## src/rtl/link_tx_scheduler.sv

```systemverilog
// Transmit-side scheduler for the inter-FPGA player link: arbitrates event/location
// (and optionally heartbeat, enabled by LINK_HEARTBEAT_EN) frames and shifts them out MSB-first.
module link_tx_scheduler #(
    parameter int HALF_PERIOD      = 50,
    parameter int GUARD_CYCLES     = 4,
    parameter int HEARTBEAT_CYCLES = 742500
) (
    input  logic        clk_pixel_in,
    input  logic        rst_in,
    input  logic [62:0] location_in,
    input  logic        location_in_valid,
    input  logic [20:0] event_in,
    input  logic        event_valid_in,
    output logic        event_ready_out,
    output logic        data_out,
    output logic        data_clk_out,
    output logic        sel_out,
    output logic        busy_out,
    output logic        frame_done_out
);

    localparam int CNT_MAX = (HALF_PERIOD > GUARD_CYCLES) ? HALF_PERIOD : GUARD_CYCLES;
    localparam int CNT_W   = $clog2(CNT_MAX + 1);

    localparam logic [CNT_W-1:0] HALF_LAST  = CNT_W'(HALF_PERIOD - 1);
    localparam logic [CNT_W-1:0] GUARD_LAST = CNT_W'(GUARD_CYCLES - 1);
    localparam logic [CNT_W-1:0] CNT_ONE    = CNT_W'(1);

    localparam logic [1:0] ST_IDLE  = 2'd0;
    localparam logic [1:0] ST_SETUP = 2'd1;
    localparam logic [1:0] ST_SHIFT = 2'd2;
    localparam logic [1:0] ST_HOLD  = 2'd3;

    localparam logic [2:0] SYNC_WORD = 3'b101;
    localparam logic [1:0] TYPE_LOC  = 2'b00;
    localparam logic [1:0] TYPE_EVT  = 2'b01;
    localparam logic [1:0] TYPE_HB   = 2'b10;
    localparam logic [6:0] LAST_BIT  = 7'd88;

    logic [1:0]       state_q, state_d;
    logic [CNT_W-1:0] cnt_q, cnt_d;
    logic [6:0]       bit_cnt_q, bit_cnt_d;
    logic             clk_hi_q, clk_hi_d;
    logic [88:0]      shreg_q, shreg_d;
    logic [62:0]      loc_q, loc_d;
    logic             loc_dirty_q, loc_dirty_d;
    logic [20:0]      evt_q, evt_d;
    logic             evt_pending_q, evt_pending_d;

    logic hb_expired;
    logic start_evt, start_loc, start_hb, start_any;

`ifdef LINK_HEARTBEAT_EN
    localparam int HB_W = $clog2(HEARTBEAT_CYCLES + 1);
    localparam logic [HB_W-1:0] HB_LAST = HB_W'(HEARTBEAT_CYCLES - 1);
    localparam logic [HB_W-1:0] HB_ONE  = HB_W'(1);

    logic [HB_W-1:0] hb_cnt_q, hb_cnt_d;

    // Expires on the IDLE cycle that would bring the count to HEARTBEAT_CYCLES.
    assign hb_expired = (hb_cnt_q == HB_LAST);

    always_comb begin
        hb_cnt_d = hb_cnt_q;
        if (start_any) begin
            hb_cnt_d = '0;
        end else if (state_q == ST_IDLE) begin
            hb_cnt_d = hb_cnt_q + HB_ONE;
        end
    end

    always_ff @(posedge clk_pixel_in) begin
        if (rst_in) begin
            hb_cnt_q <= '0;
        end else begin
            hb_cnt_q <= hb_cnt_d;
        end
    end
`else
    // Heartbeat disabled in this build: the condition is constant false for any valid setting.
    assign hb_expired = (HEARTBEAT_CYCLES < 0);
`endif

    assign start_evt = (state_q == ST_IDLE) && evt_pending_q;
    assign start_loc = (state_q == ST_IDLE) && !evt_pending_q && loc_dirty_q;
    assign start_hb  = (state_q == ST_IDLE) && !evt_pending_q && !loc_dirty_q && hb_expired;
    assign start_any = start_evt || start_loc || start_hb;

    always_comb begin
        state_d       = state_q;
        cnt_d         = cnt_q;
        bit_cnt_d     = bit_cnt_q;
        clk_hi_d      = clk_hi_q;
        shreg_d       = shreg_q;
        loc_d         = loc_q;
        loc_dirty_d   = loc_dirty_q;
        evt_d         = evt_q;
        evt_pending_d = evt_pending_q;

        case (state_q)
            ST_IDLE: begin
                if (start_any) begin
                    state_d = ST_SETUP;
                    cnt_d   = '0;
                    if (start_evt) begin
                        shreg_d = {SYNC_WORD, loc_q, TYPE_EVT, evt_q};
                    end else if (start_loc) begin
                        shreg_d = {SYNC_WORD, loc_q, TYPE_LOC, 21'd0};
                    end else begin
                        shreg_d = {SYNC_WORD, loc_q, TYPE_HB, 21'd0};
                    end
                end
            end
            ST_SETUP: begin
                if (cnt_q == GUARD_LAST) begin
                    state_d   = ST_SHIFT;
                    cnt_d     = '0;
                    bit_cnt_d = LAST_BIT;
                    clk_hi_d  = 1'b0;
                end else begin
                    cnt_d = cnt_q + CNT_ONE;
                end
            end
            ST_SHIFT: begin
                if (cnt_q != HALF_LAST) begin
                    cnt_d = cnt_q + CNT_ONE;
                end else begin
                    cnt_d = '0;
                    if (!clk_hi_q) begin
                        clk_hi_d = 1'b1;
                    end else begin
                        // Falling edge of the link clock: advance to the next bit.
                        clk_hi_d = 1'b0;
                        if (bit_cnt_q == 7'd0) begin
                            state_d = ST_HOLD;
                        end else begin
                            shreg_d   = {shreg_q[87:0], 1'b0};
                            bit_cnt_d = bit_cnt_q - 7'd1;
                        end
                    end
                end
            end
            default: begin
                if (cnt_q == GUARD_LAST) begin
                    state_d = ST_IDLE;
                    cnt_d   = '0;
                end else begin
                    cnt_d = cnt_q + CNT_ONE;
                end
            end
        endcase

        // Clear before set so a same-cycle update survives the start decision.
        if (start_evt || start_loc) begin
            loc_dirty_d = 1'b0;
        end
        if (location_in_valid) begin
            loc_d       = location_in;
            loc_dirty_d = 1'b1;
        end

        if (start_evt) begin
            evt_pending_d = 1'b0;
        end
        if (event_valid_in && !evt_pending_q) begin
            evt_d         = event_in;
            evt_pending_d = 1'b1;
        end
    end

    always_ff @(posedge clk_pixel_in) begin
        if (rst_in) begin
            state_q       <= ST_IDLE;
            cnt_q         <= '0;
            bit_cnt_q     <= '0;
            clk_hi_q      <= 1'b0;
            shreg_q       <= '0;
            loc_q         <= '0;
            loc_dirty_q   <= 1'b0;
            evt_q         <= '0;
            evt_pending_q <= 1'b0;
        end else begin
            state_q       <= state_d;
            cnt_q         <= cnt_d;
            bit_cnt_q     <= bit_cnt_d;
            clk_hi_q      <= clk_hi_d;
            shreg_q       <= shreg_d;
            loc_q         <= loc_d;
            loc_dirty_q   <= loc_dirty_d;
            evt_q         <= evt_d;
            evt_pending_q <= evt_pending_d;
        end
    end

    assign event_ready_out = !evt_pending_q;
    assign sel_out         = (state_q == ST_IDLE) || (state_q == ST_HOLD);
    assign busy_out        = (state_q != ST_IDLE);
    assign data_clk_out    = clk_hi_q;
    assign data_out        = ((state_q == ST_SETUP) || (state_q == ST_SHIFT)) && shreg_q[88];
    assign frame_done_out  = (state_q == ST_HOLD) && (cnt_q == GUARD_LAST);

endmodule

```

## config.mk

```make
export PLATFORM = sky130hd
export DESIGN_NAME = link_tx_scheduler
export DESIGN_NICKNAME = d
export VERILOG_FILES = /design/src/rtl/link_tx_scheduler.sv
export SDC_FILE = /design/constraint.sdc
export NUM_CORES = 1
export LEC_CHECK = 0
export ABC_AREA = 1
export ABC_CLOCK_PERIOD_IN_PS = 2270
export CAP_MARGIN = 25
export CORE_ASPECT_RATIO = 1.2
export CORE_MARGIN = 2
export CORE_UTILIZATION = 50
export CTS_BUF_LIST = sky130_fd_sc_hd__clkbuf_4 sky130_fd_sc_hd__clkbuf_8
export CTS_CLUSTER_SIZE = 12
export DETAILED_ROUTE_END_ITERATION = 12
export PLACE_DENSITY = 0.73
export SYNTH_ARGS = -nofsm -noshare
export SYNTH_HDL_FRONTEND = slang
export SYNTH_SLANG_ARGS = --single-unit
export TNS_END_PERCENT = 1
```

## constraint.sdc

```tcl
create_clock -name clk_pixel_in -period 2.27 [get_ports clk_pixel_in]
set_clock_uncertainty 0.1 [all_clocks]
set_input_delay 0.3405 -clock clk_pixel_in [delete_from_list [all_inputs] [get_ports clk_pixel_in]]
set_output_delay 0.3405 -clock clk_pixel_in [all_outputs]
set_load 0.02 [all_outputs]
```

Yosys cells after proc, flatten, opt, wreduce, memory -nomap -nowiden --
Cells that the tools add are included.
Operators by class: add/sub/neg operators 2, equality and inequality tests 11, reductions and logical operators 22, multiplexer cells 31
Operator list (count):
- 89-bit 2-to-1 mux | 4
- 89-bit one-hot mux with 2 select lines | 1
- 23-bit 2-to-1 mux | 2
- 7-bit 2-to-1 mux | 4
- 6-bit 2-to-1 mux | 3
- 7-bit one-hot mux with 2 select lines | 1
- 2-bit 2-to-1 mux | 6
- 2-bit != test, second input constant | 6
- 6-bit one-hot mux with 2 select lines | 1
- 5-bit AND reduction | 2
- 2-bit nonzero test | 5
- 7-bit logical NOT | 1
- 1-bit 2-to-1 mux | 7
- 7-bit by 1-bit subtractor with 7-bit output, second input constant | 1
- 6-bit by 1-bit adder with 6-bit output, second input constant | 1
- 6-bit by 2-bit == test with 1-bit output, second input constant | 1
- 1-bit logical AND | 6
- 6-bit != test, second input constant | 1
- 2-bit one-hot mux with 3 select lines | 1
- 6-bit AND reduction | 1
- 2-bit == test, second input constant | 2
- 1-bit logical OR | 3
- 3-bit AND reduction | 1
- 3-bit nonzero test | 1
- 4 further kinds | 4
Word-level totals: word-level logic and storage cells 75, input port bits 88, flip-flop bits (word level) 191

Depth between registers and ports, before layout --
depth after elaboration 7, gate-level depth with buffers 12, gate-level depth less buffers 11

Worst setup path before layout --
No wires, ideal clock.
kind register -> register, start point register state_q[0], end point register shreg_q[10], slack 0.355 ns, arrival 1.702 ns, cell stages (with the launch flop) 11, buffers on the path 2, clock period less this slack 1.915 ns, data required time 2.057 ns, cell sequence dfxtp_1 -> inv_1 -> ha_1 -> inv_1 -> nor2_1 -> nor3_2 -> nand3_2 -> buf_4 -> buf_4 -> o21ai_1 -> nor2_1
On the way: cells in the longest elaborated chain, start to end 6, elaborated cells on any way between the ends 15
RTL lines:
- start: declaration | RTL line 40 | logic [1:0] state_q, state_d;
- start signal: assignment | RTL line 183 | state_q <= state_d;
- 2-bit logical NOT | RTL line 84, 85, 100
- 1-bit logical AND
- 1-bit logical AND | RTL line 85 | assign start_loc = (state_q == ST_IDLE) && !evt_pending_q && loc_dirty_q;
- 1-bit logical OR | RTL line 87 | assign start_any = start_evt || start_loc || start_hb;
- 2-bit != test (no source line)
- 5-bit AND reduction (no source line)
- end signal: assignment | RTL line 187 | shreg_q <= shreg_d;
- end: declaration | RTL line 44 | logic [88:0] shreg_q, shreg_d;
Parallel ways exist; a longest one is shown, timed or not. The select of a mux whose other input is x is not followed. A chain may end at the register's enable or synchronous reset.

Worst setup path in the final report --
start point register state_q[0], end point output sel_out
On the way: cells in the longest elaborated chain, start to end 2, elaborated cells on any way between the ends 3
RTL lines:
- 2-bit == test / 2-bit logical NOT (equally long branches) | RTL line 196 | assign sel_out = (state_q == ST_IDLE) || (state_q == ST_HOLD);
- 1-bit logical OR * | RTL line 196
- end: declaration | RTL line 17 | output logic sel_out,
Mark *: on every way between the ends. The rest lies on a longest branch, timed or not.

==> results.md <==
- The clock sink total is 191.
- For this run, design rule violations remaining after detail routing come to 0.
- Of the total power, the share spent switching nets is 0.4125.
- The kind of launch point of the worst setup path is a flip-flop.
- Dividing total power by cell area gives a power density of 1317 mW/mm2.
- The worst setup path is captured at an output port.
- Derived from the worst setup path, the maximum achievable clock frequency is 0.4665 GHz.
- The count of nets left with antenna violations once routing finished came out at 0.
- For the pin with the worst max-slew slack, the measured transition is 660.0 ps.
- The number of buffers inserted during clock tree synthesis is 17.
- Traced cell by cell, the critical path runs through inv_1, ha_1, inv_1, dlygate4sd2_1.
- The leakage power total is 4.138 nW.
- The deepest clock path buffer count is 2.
- The sequential-to-total area share from yosys stat is 0.4804.
- The area growth from synthesis to layout is 18.80%.
- The class of the tightest hold or removal check is in2reg.
- The share of the synthesized area in the top cell type is 0.4804.
- The commonest cells after synthesis are sky130_fd_sc_hd__nor2_1 (374), sky130_fd_sc_hd__nand2_1 (250), sky130_fd_sc_hd__dfxtp_1 (191).
- The first TritonRoute pass finished after 5 iterations.
- Data on the critical path arrives at its endpoint at 1700 ps.
- The repair_antennas step left the layout with diodes totalling 0.
- Summed over all nets, the half-perimeter wirelength after detailed placement is 10640 um.
- The first global-routing pass estimated 29300 um of wire.
- The number of hold-slack violations in the final timing report is 0.
- The prevailing post-synth register cell is sky130_fd_sc_hd__dfxtp_1.
- The total count of max-transition violations in the final report came to 0.
- The smallest clock period supported by the final layout is computed as 2143 ps.
- Max-cap violations in this run came to 0.
- The number of top-level pins is 94.
- The area taken by flip-flops and latches is 0.003826 mm2.
- The cell area after technology mapping is 0.007960 mm2.
- After clock tree synthesis, the clock-pin slew on the worst setup and hold paths is 90 ps.
- The final-layout setup total negative slack is 0 ps.
- Counting stages on the worst path, the most repeated cell is sky130_fd_sc_hd__inv_1.
- After synthesis, the cell types taking the most area are sky130_fd_sc_hd__dfxtp_1 (48%), sky130_fd_sc_hd__nor2_1 (18%), sky130_fd_sc_hd__nand2_1 (12%).
- In this run the vertical extent of the chip is 142.2 um.
- In this run the clock root is driven by a sky130_fd_sc_hd__clkbuf_8.
- The number of nets produced by synthesis is 1254.
- The detailed router placed 7154 vias in this run.
- The average size of a mapped cell is 6.868 um2.
- After clock tree synthesis, the flow added hold-fix buffers numbering 0.
- In the finished design, the share of the clock period the worst path needs comes to 0.9443.
- In this run the power spent charging and discharging nets is 0.005137 W.
- The number of synthesized flops with an enable pin is 0.
- The multi-input logic area is 0.003735 mm2.
- The number of flip-flops and latches in the synthesized netlist is 191.
- Buffers placed on the I/O ports in this run total 93.
- The placed cell area is 0.009077 mm2.
- The number of DRC markers after the initial detailed-route iteration is 448.
- In this run, distinct cell masters in the synthesized netlist total 26.
- Setup violations remaining at the end of the flow were counted as 0.
- Measured against its own limit, the worst slew margin works out to 0.5600.
- The maximum number of pins on one net before global-route repair is 64.
- The clock network latency to the later pin of the worst-skew pair is 470 ps.
- Dividing the detail-routed wire length by the instance count gives 11.95 um.
- The largest fanout on the critical path is 4.
- The kind of critical path is reg2out.
- Setup repair after global routing left no endpoint under its margin.
- The net total in the final layout is 1312.
- Row generation in the floorplan step produced 50 rows.
- The fraction of registers with async set/reset is 0.
- The internal portion of the total power is 0.007316 W.
- The post-layout instance area is 0.009457 mm2.
- The share of total power dissipated in combinational logic is 0.436.
- The Yosys warning count is 0.
- The share of the core filled with cells in the final layout is 0.6071.
- The total routing usage reported by global routing is 0.2084.
- The proportion of power drawn by flip-flops and latches is 0.389.
- The flow ran to the end, and the final reports show no timing, DRC or antenna violations.
- The delay contributed by the slowest stage of the critical path is 370 ps.
- The number of global-route vias before repair came to 6493.
- Among all cell types in the netlist, the one instantiated most often is sky130_fd_sc_hd__nor2_1.
- The die boundary width is 119.2 um.
- The routability-driven placement congestion ratio is 0.7738.
- After filler insertion, the fill cell instance count of the layout stands at 1514.
- After the flow finishes, the layout carries non-filler instances totaling 1436.
- The H-tree was split into 4 levels.
- Using the TritonRoute via totals, the vias-per-cell ratio works out to 4.982.
- TritonCTS built the clock tree.
- The floorplan step defined a die boundary enclosing 0.01695 mm2.
- The number of cells produced by synthesis is 1159.
- The part of the total power dissipated in the clock network is 0.175.
- The post-synthesis cell type with the largest combined area is sky130_fd_sc_hd__dfxtp_1.
- The starting utilization of the core area is 0.5110.
- The critical-path cell with the highest stage delay is sky130_fd_sc_hd__dfxtp_2.
- The worst-case IR drop observed on VDD is 1.102 mV.
- In the final layout, the share of cells above drive strength 1 is 0.05212.
- STA puts the critical path data required time at 1830 ps.
- The overall power is 0.01245 W.
- The region available for standard cell placement spans 0.01558 mm2.
- Summed over all layers, the routed wires come to 17170 um.
- The instance count after placement with tap cells included is 1406.
- The number of antenna violations at the first check in global routing is 0.
- The remaining global-route overflow is 0.
power by group through the flow:
| stage | logic, W | clock network [W] | registers (W) |
|---|---|---|---|
| after global placement | 0.00536 | 0 | 0.00487 |
| after detailed placement | 0.00545 | 0 | 0.00490 |
| after global routing | 0.00621 | 0.00235 | 0.00495 |
| after floorplan | 0.00420 | 0 | 0.00478 |
| after CTS | 0.00544 | 0.00222 | 0.00484 |
| final | 0.00543 | 0.00218 | 0.00485 |
through the flow:
stage	hold slack (ps)	setup WS [ps]
2_1_floorplan	339.2	355.1
3_3_place_gp	348.5	293.0
3_5_place_dp	357.7	237.0
4_1_cts	168.9	60.68
5_1_grt	209.7	59.07
6_report	182.7	126.5
critical path: cells and delay by family (launching register included):
kind                     cells  cell delay, ps
buffers and inverters        3             540
flip-flops                   1             370
adder cells (fa/ha/maj)      1             330
worst paths after layout:
check                                  startpoint     endpoint  slack (ps)  cells after the start
worst max-delay path                   state_q[0]      sel_out         130                      4
worst max register to register         state_q[0]  shreg_q[26]         210                     10
worst min-delay path            location_in_valid    loc_q[53]         180                      4
worst min register to register           evt_q[0]   shreg_q[0]         380                      2
layout make-up:
type / instances / share of cell area
multi-input combinational: 866 / 0.3949
sequential: 191 / 0.4046
clock buffer: 25 / 0.03506
inverter: 28 / 0.01138
timing repair buffer: 113 / 0.1208
clock inverter: 5 / 0.005689
tap: 208 / 0.02752
repair_timing:
| item | CTS | global route |
|---|---|---|
| setup buffers | 0 | 0 |
| hold endpoints to repair | 0 | 0 |
| setup endpoints to repair | 4 | 4 |
| gates resized for setup | 4 | 4 |
cells in the final DEF, fill, tap and decap left out, types with 3 or more instances in the layout:
cell type,count
sky130_fd_sc_hd__buf_4,14
sky130_fd_sc_hd__o21ai_1,50
sky130_fd_sc_hd__o21ai_0,121
sky130_fd_sc_hd__clkbuf_8,23
sky130_fd_sc_hd__a22o_1,20
sky130_fd_sc_hd__nor2_1,374
sky130_fd_sc_hd__nand2_1,250
sky130_fd_sc_hd__nand3_1,15
sky130_fd_sc_hd__clkdlybuf4s50_1,88
sky130_fd_sc_hd__inv_2,3
sky130_fd_sc_hd__dlygate4sd2_1,3
sky130_fd_sc_hd__dfxtp_1,189
sky130_fd_sc_hd__clkinv_2,3
sky130_fd_sc_hd__inv_1,24
sky130_fd_sc_hd__ha_1,6
sky130_fd_sc_hd__a21oi_1,14
sky130_fd_sc_hd__buf_12,6
state kept, by name (all words and copies together) (netlist names):
name / flops
state_q: 2
shreg_q: 89
data_clk_out: 1
loc_q: 63
bit_cnt_q: 7
cnt_q: 6
evt_pending_q: 1
loc_dirty_q: 1
evt_q: 21
per-layer routing:
metal	routed length [um]	GRT usage
met3	577	0.03766
met1	8090	0.2518
met2	8230	0.3711
met4	267	0.07393
met5	0	0
kinds of logic after synthesis:
family / count (synthesis) / share of synthesized area
DFF: 191 / 0.4804
and+or+nand+nor: 650 / 0.3131
AOI/OAI and AO/OA: 206 / 0.1393
adders and majority gates: 7 / 0.01100
buffers and inverters: 102 / 0.05297
xor gates and xnor gates: 3 / 0.003301
Note: power is estimated with default switching activity, not from simulation.
